## src/rtl/alsu_driver.sv

```systemverilog
// Request-side controller for the ALSU: issues one request per accepted handshake
// onto registered ALSU pins and returns the tagged result through a credit-guarded FIFO.
module alsu_driver #(
  parameter int ALSU_LATENCY = 2,
  parameter int FIFO_DEPTH   = 4
) (
  input  logic        clk,
  input  logic        rst,
  input  logic        req_valid,
  output logic        req_ready,
  input  logic [2:0]  req_opcode,
  input  logic [2:0]  req_a,
  input  logic [2:0]  req_b,
  input  logic [6:0]  req_flags,
  output logic        alsu_cin,
  output logic        alsu_serial_in,
  output logic        alsu_red_op_A,
  output logic        alsu_red_op_B,
  output logic        alsu_bypass_A,
  output logic        alsu_bypass_B,
  output logic        alsu_direction,
  output logic [2:0]  alsu_A,
  output logic [2:0]  alsu_B,
  output logic [2:0]  alsu_opcode,
  input  logic [5:0]  alsu_out,
  input  logic [15:0] alsu_leds,
  output logic        rsp_valid,
  input  logic        rsp_ready,
  output logic [5:0]  rsp_out,
  output logic [15:0] rsp_leds,
  output logic        rsp_invalid,
  output logic [2:0]  rsp_opcode,
  output logic        busy
);

  localparam int AW   = $clog2(FIFO_DEPTH);
  localparam int NSTG = ALSU_LATENCY + 1;
  localparam int CW   = $clog2(FIFO_DEPTH + NSTG + 2) + 1;

  typedef struct packed {
    logic       v;
    logic       inv;
    logic [2:0] op;
  } tag_t;

  typedef struct packed {
    logic [2:0] op;
    logic [2:0] a;
    logic [2:0] b;
    logic [6:0] flags;
  } pins_t;

  typedef struct packed {
    logic [5:0]  out;
    logic [15:0] leds;
    logic        inv;
    logic [2:0]  op;
  } rsp_t;

  logic          r_init;
  pins_t         r_pins;
  tag_t          r_pin_tag;
  tag_t          r_pipe [NSTG];
  logic [AW-1:0] r_wptr;
  logic [AW-1:0] r_rptr;
  logic [AW:0]   r_count;
  rsp_t          r_mem [FIFO_DEPTH];

  logic          w_accept;
  logic          w_push;
  logic          w_pop;
  logic          w_invalid;
  logic [CW-1:0] w_inflight;
  logic [CW-1:0] w_used;
  rsp_t          w_head;

  // Credits come only from registered counts, so req_ready never sees req_valid or rsp_ready.
  always_comb begin
    w_inflight = CW'(r_pin_tag.v);
    for (int i = 0; i < NSTG; i++) w_inflight = w_inflight + CW'(r_pipe[i].v);
    w_used = w_inflight + CW'(r_count);
  end

  assign req_ready = r_init && (w_used < CW'(FIFO_DEPTH));
  assign w_accept  = req_valid && req_ready;
  assign rsp_valid = (r_count != '0);
  assign w_push    = r_pipe[NSTG-1].v;
  assign w_pop     = rsp_valid && rsp_ready;
  assign busy      = (w_inflight != '0) || rsp_valid;

  // op[2]^op[1] selects the arithmetic/shift opcodes 010..101, where reduction is illegal.
  assign w_invalid = !req_flags[2] && !req_flags[1] &&
                     ((req_opcode[2:1] == 2'b11) ||
                      ((req_opcode[2] ^ req_opcode[1]) && (req_flags[4] || req_flags[3])));

  always_ff @(posedge clk or posedge rst) begin
    if (rst) begin
      r_init    <= 1'b0;
      r_pins    <= '0;
      r_pin_tag <= '0;
      for (int i = 0; i < NSTG; i++) r_pipe[i] <= '0;
      r_wptr    <= '0;
      r_rptr    <= '0;
      r_count   <= '0;
    end else begin
      r_init <= 1'b1;
      if (w_accept) begin
        r_pins    <= '{op: req_opcode, a: req_a, b: req_b, flags: req_flags};
        r_pin_tag <= '{v: 1'b1, inv: w_invalid, op: req_opcode};
      end else begin
        r_pins    <= '0;
        r_pin_tag <= '0;
      end
      r_pipe[0] <= r_pin_tag;
      for (int i = 1; i < NSTG; i++) r_pipe[i] <= r_pipe[i-1];
      if (w_push) r_wptr <= r_wptr + 1'b1;
      if (w_pop)  r_rptr <= r_rptr + 1'b1;
      case ({w_push, w_pop})
        2'b10:   r_count <= r_count + 1'b1;
        2'b01:   r_count <= r_count - 1'b1;
        default: r_count <= r_count;
      endcase
    end
  end

  always_ff @(posedge clk) begin
    if (w_push) r_mem[r_wptr] <= '{out: alsu_out, leds: alsu_leds,
                                   inv: r_pipe[NSTG-1].inv, op: r_pipe[NSTG-1].op};
  end

  assert property (@(posedge clk) disable iff (rst)
    !(w_push && (r_count == (AW+1)'(FIFO_DEPTH))));

  assign w_head = rsp_valid ? r_mem[r_rptr] : '0;

  assign rsp_out     = w_head.out;
  assign rsp_leds    = w_head.leds;
  assign rsp_invalid = w_head.inv;
  assign rsp_opcode  = w_head.op;

  assign alsu_opcode = r_pins.op;
  assign alsu_A      = r_pins.a;
  assign alsu_B      = r_pins.b;
  assign {alsu_cin, alsu_serial_in, alsu_red_op_A, alsu_red_op_B,
          alsu_bypass_A, alsu_bypass_B, alsu_direction} = r_pins.flags;

endmodule
```

## config.mk

```make
export PLATFORM = sky130hd
export DESIGN_NAME = alsu_driver
export DESIGN_NICKNAME = d
export VERILOG_FILES = /design/src/rtl/alsu_driver.sv
export SDC_FILE = /design/constraint.sdc
export NUM_CORES = 1
export LEC_CHECK = 0
export CAP_MARGIN = 10
export CORE_MARGIN = 2
export CORE_UTILIZATION = 53
export CTS_CLUSTER_DIAMETER = 50
export CTS_CLUSTER_SIZE = 14
export DETAILED_ROUTE_END_ITERATION = 10
export PLACE_DENSITY = 0.88
export SYNTH_ARGS = -nofsm -noshare
export SYNTH_HDL_FRONTEND = slang
export SYNTH_SLANG_ARGS = --single-unit
```

## constraint.sdc

```tcl
create_clock -name clk -period 9.8 [get_ports clk]
set_clock_uncertainty 0.15 [all_clocks]
set_input_delay 2.45 -clock clk [delete_from_list [all_inputs] [get_ports clk]]
set_output_delay 2.45 -clock clk [all_outputs]
set_load 0.01 [all_outputs]
```

# == After elaboration in Yosys (flattened, before gate mapping) ==
# Memories as Yosys holds them, arrays and structs flattened.
# Cells that the tools add are included.
# totals
out_inout_bits,45
mem_bits_rw,104
memories,1
reg_bits,44
word_cells,54
# classes
addsub,8
bitwise_logic,1
magnitude_cmp,1
n_eq_ne,3
mux,6
reduce_logical,14
# mem_list
name,words,word_bits,read_ports,rd_clocked_by_memory_dff,wr,line,source
r_mem,4,26,1,0,1,67,rsp_t r_mem [FIFO_DEPTH];
# op_table
cell,n
2-to-1 mux 26 bit,1
2-to-1 mux 16 bit,1
logical AND 1 bit,6
case mux 3 bit (2 select lines),1
adder 4 x 3 -> 5 bit,1
"< comparator 5 x 3 -> 1 bit, second input constant",1
2-to-1 mux 5 bit,1
nonzero test 5 bit,1
"adder 2 x 1 -> 2 bit, second input constant",2
adder 3 x 1 -> 4 bit,1
"equality test 2 bit, second input constant",2
adder 2 x 1 -> 3 bit,1
"adder 3 x 1 -> 3 bit, second input constant",1
logical OR 1 bit,3
nonzero test 3 bit,1
"subtractor 3 x 1 -> 3 bit, second input constant",1
adder 1 x 1 -> 2 bit,1
"equality test 2 x 1 -> 1 bit, second input constant",1
zero test 1 bit,2
2-to-1 mux 1 bit,2
nonzero test 2 bit,1
bitwise XOR 1 bit,1

# == Logic depth before layout (Yosys ltp) ==
# Gate-level depths: netlist of run 1.
# depth
depth_word,8
depth_mapped,10
depth_no_buf,9

# == Worst setup path after synthesis of run 1 ==
# Ideal clock, no wire load.
# synth_path
kind,flip-flop to output port
from,reg r_pipe (netlist bit w_push)
to,out req_ready
n_path_buf,0
setup_slack_ns,4.796
path_stages_with_launch,9
arrival_ns,2.404
required_time_ns,7.200
path_cell_list,dfrtp_1 > inv_1 > fa_1 > inv_1 > ha_1 > ha_1 > ha_1 > or4b_4 > a31oi_1
# synth_via
elab_chain_len,4
# synth_rtl
element,line,source
from (decl),63,tag_t r_pipe [NSTG];
adder 3 x 1 -> 4 bit,80,for (int i = 0; i < NSTG; i++) w_inflight = w_inflight + CW'(r_pipe[i].v);
adder 4 x 3 -> 5 bit,81,w_used = w_inflight + CW'(r_count);
< comparator 5 x 3 -> 1 bit,84,assign req_ready = r_init && (w_used < CW'(FIFO_DEPTH));
logical AND 1 bit,84,
to (decl),10,"output logic req_ready,"
# No other way between the ends.

# == Worst setup path in the final report of run 1 ==
# Same ends and word-level chain as after synthesis.

==> impl_results.md, run 1 <==
- Syn Nets: 329
- Int Pwr: around 0.0014 W
- I/O pins: a little under 90
- Synth Area in Compound Gates: 0.00822
- Critical path's slowest cell: clkdlybuf4s50_1
- GP Congestion: slightly below 0.7
- Routed Antenna Nets: 0
- Fmax achieved: 163 MHz
- FP Rows: 37
- Pwr dens: approximately 280 nW/µm²
- Yosys top cell area share: 0.570
- Gate Count Post-Synth: between 200 and 300
- Post-synthesis mux area share: 0.109
- Final setup fails: 0
- Die area: ~11000 µm²
- Final Max Slew Viols: 0
- First-pass GRT wire length: between 10000 and 15000 µm
- Yosys synthesis warning count: 0
- Outcome: complete, no violations
- Top-count cell post-synth: edfxtp_1
- Post-Place Setup Slack: roughly 4.2 ns
- I/O Buffers: 86
- Clock network fraction of total power: 0.319
- Worst R2R Path Depth: 9
- Remaining global-route overflow: 0
- CP Class: reg -> out
- Net Sw Frac: 0.275
- Unrepaired setup endpoints after global routing: false
- Cells after DPL: roughly 500
- Post-CTS Hold Buffers: 0
- Top post-synthesis cells by count: 104 x edfxtp_1, 47 x and2_1, 41 x dfrtp_1
- Area grow syn2layout: 29.1%
- Fin crit share: 0.627
- Worst Path Arrival: 3.54 ns
- Total CTS buffers: 17
- Tmin final: 6.14 ns
- Worst min path class: reg -> reg
- Deepest level of the CTS H-tree: 4
- Post-synth EDFFs: 104
- Initial antenna violation count: 0
- Synthesized area per cell: between 15 and 20 µm²
- ANT cells: 0
- Worst-path clk slew: about 0.06 ns
- Hold depth: 0
- Synth Area in XOR/XNOR: 0.00959
- Ratio of cells with drive above 1 in the final layout: 0.176
- Die X: about 110 µm
- GRT Total Usage: 0.177
- Drt drc: 0
- DRT iter0 DRCs: 140
- Top_reg_cell synth: edfxtp_1
- First-pass DRT Iterations: 4
- Core Area: approximately 10000 µm²
- Post-Synth Simple-Gate Area: 0.0644
- Final #Nets: around 430
- Largest net degree at the start of global routing: 42
- Setup Total Neg Slack: 0 ns
- DR vias/cell: around 5.2
- Worst path required time: just over 7 ns
- Vias in the first global route: between 2000 and 3000
- Crit path cell chain: inv_1, fa_1, inv_1, ha_1, ha_1, ha_1, or4b_4, a31oi_1, clkdlybuf4s50_1
- NetSw: around 0.00054 W
- Gate power share: 0.276
- Critical Path End Type: output pin
- Initial Util: 0.538
- Asr flop ratio synth: 0.283
- Peak supply drop: ~0.00014 V
- Number of synthesized register bits: between 100 and 150
- Critical-path maximum fanout: 8
- Final worst slack: 3.66 ns
- Post-cts sizing count: 0
- Synth area leaders: edfxtp_1 57%, dfrtp_1 19%, mux4_2 11%, and2_1 5.4%, ha_1 2.3%
- Synth Cell Area: 5480 µm²
- Largest family of logic cells by synthesized area: multiplexers
- Post-CTS Setup Bufs: 0
- Sequential share of the synthesized area: 0.757
- Critical Path Max Stage Delay: roughly 0.57 ns
- CTS Root Cell: clkbuf_8
- Synth Area in Adders: 0.0301
- Slew margin rel.: 0.361
- WL final: 9020 µm
- Most used cell, CP: ha_1
- DR vias: between 2000 and 3000
- TritonCTS clock tree: built
- Yosys top cell by area: edfxtp_1
- Tightest Pin Transition: 0.959 ns
- Clk buf depth: 2
- Average wire per standard cell: 17.3 µm
- CP Launch Type: register
- Distinct cells, synth: 27
- Reg power frac: 0.405
- HPWL Detailed: ~5600 µm
- Clock tree sinks: around 150
- Final hold vios: 0
- Worst skew pair latency: roughly 0.5 ns
- Cell Count, Final, Fillers Out: around 520
- Die Y: 106 µm
- Max-Cap Viols: 0
- Leak pwr: 2.62 nW
==> power by group through the flow <==
stage	logic [W]	clock network, W	registers, W
5_1_grt	0.000585	0.000663	0.000808
3_3_place_gp	0.000535	0	0.000806
4_1_cts	0.000552	0.000637	0.000799
3_5_place_dp	0.000548	0	0.000812
6_report	0.000543	0.000626	0.000795
2_1_floorplan	0.000347	0	0.000759
==> cell families after synthesis <==
kind of cell | Yosys count
fa+ha+maj | 12
compound gates | 4
simple gates | 55
mux | 27
flops | 145
xor+xnor | 6
buf+inv | 25
other cells | 1
==> flip-flops by register name (all words and copies together), names as in the netlist <==
register        flops
alsu_A              3
alsu_bypass_A       1
r_init              1
r_pin_tag           5
r_mem             104
w_push              1
r_pipe             14
alsu_serial_in      1
alsu_B              3
alsu_bypass_B       1
r_count             3
alsu_red_op_B       1
alsu_red_op_A       1
alsu_direction      1
r_wptr              2
r_rptr              2
alsu_cin            1
==> cells in the final DEF (no fill, tap or decap), types with 2 or more instances in the layout <==
master,netlist,final
mux4_2,26,26
buf_4,3,6
inv_6,0,4
fa_1,2,2
clkinvlp_4,0,4
nor2_1,2,2
xor2_1,4,4
clkinv_4,0,3
inv_8,0,2
clkbuf_16,0,16
inv_1,12,12
ha_1,10,10
and2_1,47,47
xnor2_1,2,2
edfxtp_1,104,104
clkdlybuf4s50_1,0,86
dfrtp_1,41,40
bufinv_16,0,2
==> area by class of cell <==
class,instances,area [µm²]
well taps,136,170
clock buffers,17,414
inverters,12,45.0
repair buffers,92,906
multi-input cells,105,1210
clock inverters,15,174
flip-flops and latches,145,4150
fillers,648,3110
==> metrics by stage <==
step	util	cell area [µm²]	hold slack, ns	power (W)
floorplan	-	5480	0.181	0.00111
global placement	0.637	6490	0.182	0.00134
detailed placement	0.637	6490	0.185	0.00136
CTS	0.695	7070	0.199	0.00199
global route	0.695	7070	0.205	0.00206
finish	0.695	7070	0.198	0.00196
==> layer usage <==
layer	wire (µm)	part of all wire	global-route usage	vias to the layer above
met5	0	0	0	-
met4	106	0.012	0.0611	0
met3	585	0.065	0.0693	11
met2	4540	0.50	0.283	93
met1	3790	0.42	0.222	1375
li1	-	-	-	1226
==> worst max-delay path: cells and delay by family, from the launching register on <==
kind	cells	cell delay (ns)
DFF	1	0.46
AOI/OAI and AO/OA	1	0.16
and+or+nand+nor	1	0.55
buffers and inverters	3	0.73
adders and majority gates	4	1.13
==> final timing paths <==
path | startpoint | end | slack [ns]
worst max-delay path | w_push | req_ready | 3.66
worst min-delay path | r_pipe[8] | r_pipe[3] | 0.20
worst max register to register | w_push | r_pin_tag[3] | 6.38
worst min register to register | r_pipe[8] | r_pipe[3] | 0.20
max in group asynchronous | rst | r_rptr[0] | 6.93
min in group asynchronous | rst | r_pin_tag[1] | 2.20
Power figures use the tool's default switching activity.
==> run 2, diff against run 1 <==
- CORE_UTILIZATION: 53 -> 48
- PLACE_DENSITY: 0.88 -> 0.84
- clock period: 9.8 -> 5.1 ns (I/O delays scaled with it)
==> impl_results.md, run 2 (synthesis results as in run 1) <==
- Outcome: complete, no violations
- Hold_ws: 0.198 ns
- Leak pwr: roughly 2.6 nW
- Worst-path clk slew: about 0.060 ns
- Final hold vios: 0
- Fmax achieved: slightly above 200 MHz
- Final setup fails: 0
- Setup crit start: w_push
- Max-Cap Viols: 0
- Critical Path End Type: output pin
- Worst skew pair latency: 0.41 ns
- Critical-path maximum fanout: 8
- Area of the multi-input gates: approximately 1200 µm²
- Worst min path class: reg -> reg
- DR vias/cell: about 5
- Core Area: 11300 µm²
- Slew margin rel.: 0.351
- Final #Nets: ~430
- Worst min-delay path startpoint: r_pipe[7]
- GRT Total Usage: 0.162
- DRT iter0 DRCs: roughly 120
- Clk buf depth: 2
- Fin util: 0.628
- Die X: between 100 and 150 µm
- Worst path required time: roughly 3.7 ns
- ANT cells: 0
- Unrepaired setup endpoints after global routing: false
- Setup Total Neg Slack: 0 ns
- Most frequent cells in the layout: 104 x edfxtp_1, 86 x clkdlybuf4s50_1, 47 x and2_1, 40 x dfrtp_1, 26 x mux4_2
- First-pass GRT wire length: approximately 15000 µm
- Tmin final: 4.84 ns
- Worst R2R Path Depth: 9
- Register area: 4150 µm²
- Clock tree sinks: 145
- CP Class: reg -> out
- Cell Count, Final, Fillers Out: 530
- R2R Path Start: w_push
- CTS Root Cell: clkbuf_16
- Worst Path Arrival: 3.41 ns
- Area grow syn2layout: 29.1%
- Ratio of cells with drive above 1 in the final layout: 0.178
- # fillers: just over 800
- Post-CTS Setup Bufs: 0
- RR Endpoint: r_pin_tag[3]
- Post-cts sizing count: 0
- Initial Util: 0.486
- Worst R2R Setup Slack: around 1.7 ns
- Routed Antenna Nets: 0
- I/O Buffers: 86
- Vias in the first global route: a little under 3000
- CP Launch Type: register
- Pwr dens: approximately 520 nW/µm²
- Remaining global-route overflow: 0
- Final Max Slew Viols: 0
- WL final: roughly 9400 µm
- HPWL Detailed: between 5000 and 6000 µm
- Largest Register: r_mem
- Die area: ~12000 µm²
- GP Congestion: approximately 0.7
- Average wire per standard cell: 17.7 µm
- Total Power: 0.00370 W
- Cells after DPL: roughly 500
- Peak supply drop: 0.000344 V
- Post-CTS Hold Buffers: 0
- I/O pins: 87
- Most common cell after layout, fill and taps aside: edfxtp_1
- TritonCTS clock tree: built
- Largest net degree at the start of global routing: 31
- Max reg flops: roughly 100
- Drt drc: 0
- Deepest level of the CTS H-tree: 4
- Die Y: 111 µm
- CP Capture Point: req_ready
- First-pass DRT Iterations: 4
- Fin crit share: 0.948
- FP Rows: 39
- Biggest regs: r_mem: 104 flops, r_pipe: 14 flops, r_pin_tag: 5 flops
- Initial antenna violation count: 0
- DR vias: 2706
- Tightest Pin Transition: 0.973 ns
- Total CTS buffers: 17
[run 2: how the worst min path moves through the flow]
stage,cells after the start,slack [ns],endpoint
final,0,0.20,r_pipe[2]
after global routing,0,0.21,r_pipe[2]
after CTS,0,0.20,r_pipe[2]
after detailed placement,0,0.19,r_pipe[2]
after global placement,0,0.18,r_pipe[0]
after floorplan,0,0.18,r_pipe[0]
[run 2: cell type report]
cell class | count | share of cell area
clock buffers | 17 | 0.0601
clock inverters | 15 | 0.0182
inverters | 12 | 0.00636
multi-input cells | 105 | 0.172
flip-flops and latches | 145 | 0.586
well taps | 143 | 0.0253
repair buffers | 93 | 0.132
[run 2: where the power goes]
group / internal, W / switching, W / total, W / leakage (nW)
Clock: 0.000636 / 0.000492 / 0.00113 / 0.258
Combinational: 0.000637 / 0.000426 / 0.00106 / 0.870
Sequential: 0.00139 / 0.000120 / 0.00151 / 1.49
[run 2: layer usage]
| metal | vias up | GRT usage | part of all wire |
|---|---|---|---|
| met3 | 13 | 0.0645 | 0.069 |
| met1 | 1389 | 0.195 | 0.41 |
| met4 | 0 | 0.0525 | 0.012 |
| met5 | - | 0 | 0 |
| met2 | 81 | 0.269 | 0.51 |
| li1 | 1223 | - | - |
[run 2: worst max-delay path, cell delays in order (launching register included)]
cell and delay [ns]:
dfrtp_1 0.45, inv_1 0.10, fa_1 0.49, inv_1 0.04
ha_1 0.17, ha_1 0.28, ha_1 0.19, or4b_4 0.55
a31oi_1 0.16, clkdlybuf4s50_1 0.57
[run 2: through the flow]
stage               worst slack [ns]  area [µm²]
CTS                            0.234        7050
detailed placement             0.695        6490
floorplan                       1.27        5480
global route                   0.107        7080
finish                         0.263        7080
global placement               0.731        6490
==> run 3, diff against run 2 <==
- CORE_UTILIZATION: 48 -> 53
- PLACE_DENSITY: 0.84 -> 0.88
- clock period: 5.1 -> 5.7 ns (I/O delays scaled with it)
==> impl_results.md, run 3 (synthesis results as in run 1) <==
- Fin crit share: 0.897
- Critical-path maximum fanout: 8
- Fmax achieved: 196 MHz
- Max reg flops: between 100 and 150
- # fillers: about 660
- Outcome: complete, no violations
- Final hold vios: 0
- GP Congestion: around 0.67
- Largest Register: r_mem
- Total CTS buffers: 17
- Area of the multi-input gates: 1210 µm²
- Worst path required time: 4.12 ns
- Critical path's slowest cell: clkdlybuf4s50_1
- Average wire per standard cell: 17.5 µm
- Clk buf depth: 2
- First-pass GRT wire length: 14600 µm
- Clock tree sinks: between 100 and 150
- CP Launch Type: register
- ANT cells: 0
- Worst-path clk slew: around 0.06 ns
- Routed Antenna Nets: 0
- Deepest level of the CTS H-tree: 4
- Biggest regs: r_mem: 104 flops, r_pipe: 14 flops, r_pin_tag: 5 flops
- Critical Path End Type: output pin
- Ratio of cells with drive above 1 in the final layout: 0.168
- I/O Buffers: 86
- CTS Root Cell: clkbuf_8
- TritonCTS clock tree: built
- DRT iter0 DRCs: between 100 and 150
- Worst min path class: reg -> reg
- Most common cell after layout, fill and taps aside: edfxtp_1
- Slew margin rel.: 0.338
- First-pass DRT Iterations: 4
- Drt drc: 0
- Vias in the first global route: just under 3000
- CP Class: reg -> out
- DR vias/cell: roughly 5.2
- Die X: ~110 µm
- DR vias: between 2000 and 3000
- Area grow syn2layout: 29.1%
- Largest net degree at the start of global routing: 42
- Worst R2R Path Depth: 9
- Peak supply drop: about 0.00025 V
- Worst skew pair latency: 0.50 ns
- Final Max Slew Viols: 0
- Register area: between 4000 and 5000 µm²
- Die area: roughly 11000 µm²
- Final #Nets: 427
- Pwr dens: 478 nW/µm²
- Leak pwr: ~2.6 nW
- Max-Cap Viols: 0
- Hold depth: 0
- Total Power: 0.00338 W
- Most frequent cells in the layout: 104 x edfxtp_1, 86 x clkdlybuf4s50_1, 47 x and2_1, 40 x dfrtp_1, 26 x mux4_2
- Setup Total Neg Slack: 0 ns
- HPWL Detailed: ~5500 µm
- Initial antenna violation count: 0
- I/O pins: 87
- Most used cell, CP: ha_1
- Initial Util: 0.538
- Final setup fails: 0
- Crit path cell chain: inv_1, fa_1, inv_1, ha_1, ha_1, ha_1, or4b_4, a31oi_1, clkdlybuf4s50_1
- Core Area: 10200 µm²
- Post-CTS Hold Buffers: 0
- GRT Total Usage: 0.177
- Tightest Pin Transition: 0.993 ns
- WL final: just over 9000 µm
- Post-cts sizing count: 0
- Unrepaired setup endpoints after global routing: false
- Worst R2R Setup Slack: between 2 and 2.5 ns
- FP Rows: 37
- Remaining global-route overflow: 0
- Worst Path Arrival: between 3 and 4 ns
- Post-CTS Setup Bufs: 0
- Tmin final: 5.11 ns
- Critical Path Max Stage Delay: around 0.57 ns
- Die Y: ~110 µm
-- run 3: cell type report --
cell class                      instances  share of cell area
Timing Repair Buffer                   92               0.128
Inverter                               12             0.00636
Sequential cell                       145               0.586
Clock inverter                         12              0.0223
Tap cell                              136              0.0240
Clock buffer                           20              0.0615
Multi-Input combinational cell        105               0.172
-- run 3: metal layers --
| layer | vias up | part of all wire | track usage |
|---|---|---|---|
| li1 | 1223 | - | - |
| met1 | 1390 | 0.41 | 0.208 |
| met3 | 10 | 0.077 | 0.0588 |
| met2 | 108 | 0.50 | 0.306 |
| met5 | - | 0 | 0 |
| met4 | 0 | 0.0097 | 0.0639 |
-- run 3: critical path, delay by kind of cell (launching register included) --
kind / cells / cell delay (ns)
buffers and inverters: 3 / 0.71
AO/OA/AOI/OAI: 1 / 0.15
adder cells (fa/ha/maj): 4 / 1.18
AND/OR/NAND/NOR: 1 / 0.56
flip-flops: 1 / 0.44
-- run 3: through the flow --
step | cell area, µm² | instances | hold slack, ns | setup WS (ns) | util
after floorplan | 5480 | 275 | 0.181 | 1.72 | -
after global placement | 6490 | 490 | 0.182 | 1.19 | 0.637
after detailed placement | 6490 | 490 | 0.186 | 1.09 | 0.637
after CTS | 7080 | 522 | 0.200 | 0.537 | 0.695
after global routing | 7080 | 522 | 0.202 | 0.408 | 0.695
final | 7080 | 522 | 0.199 | 0.586 | 0.695
-- run 3: worst paths after layout --
check,start,to
max,w_push,req_ready
min,r_pipe[10],r_pipe[5]
max reg2reg,w_push,r_pin_tag[3]
min reg2reg,r_pipe[10],r_pipe[5]
max in group asynchronous,rst,r_rptr[0]
min in group asynchronous,rst,alsu_red_op_A
-- run 3: report_power, final --
part	switching, W	internal, W	leakage, nW
clock	0.000399	0.000681	0.284
sequential	0.000124	0.00125	1.49
combinational	0.000365	0.000569	0.857
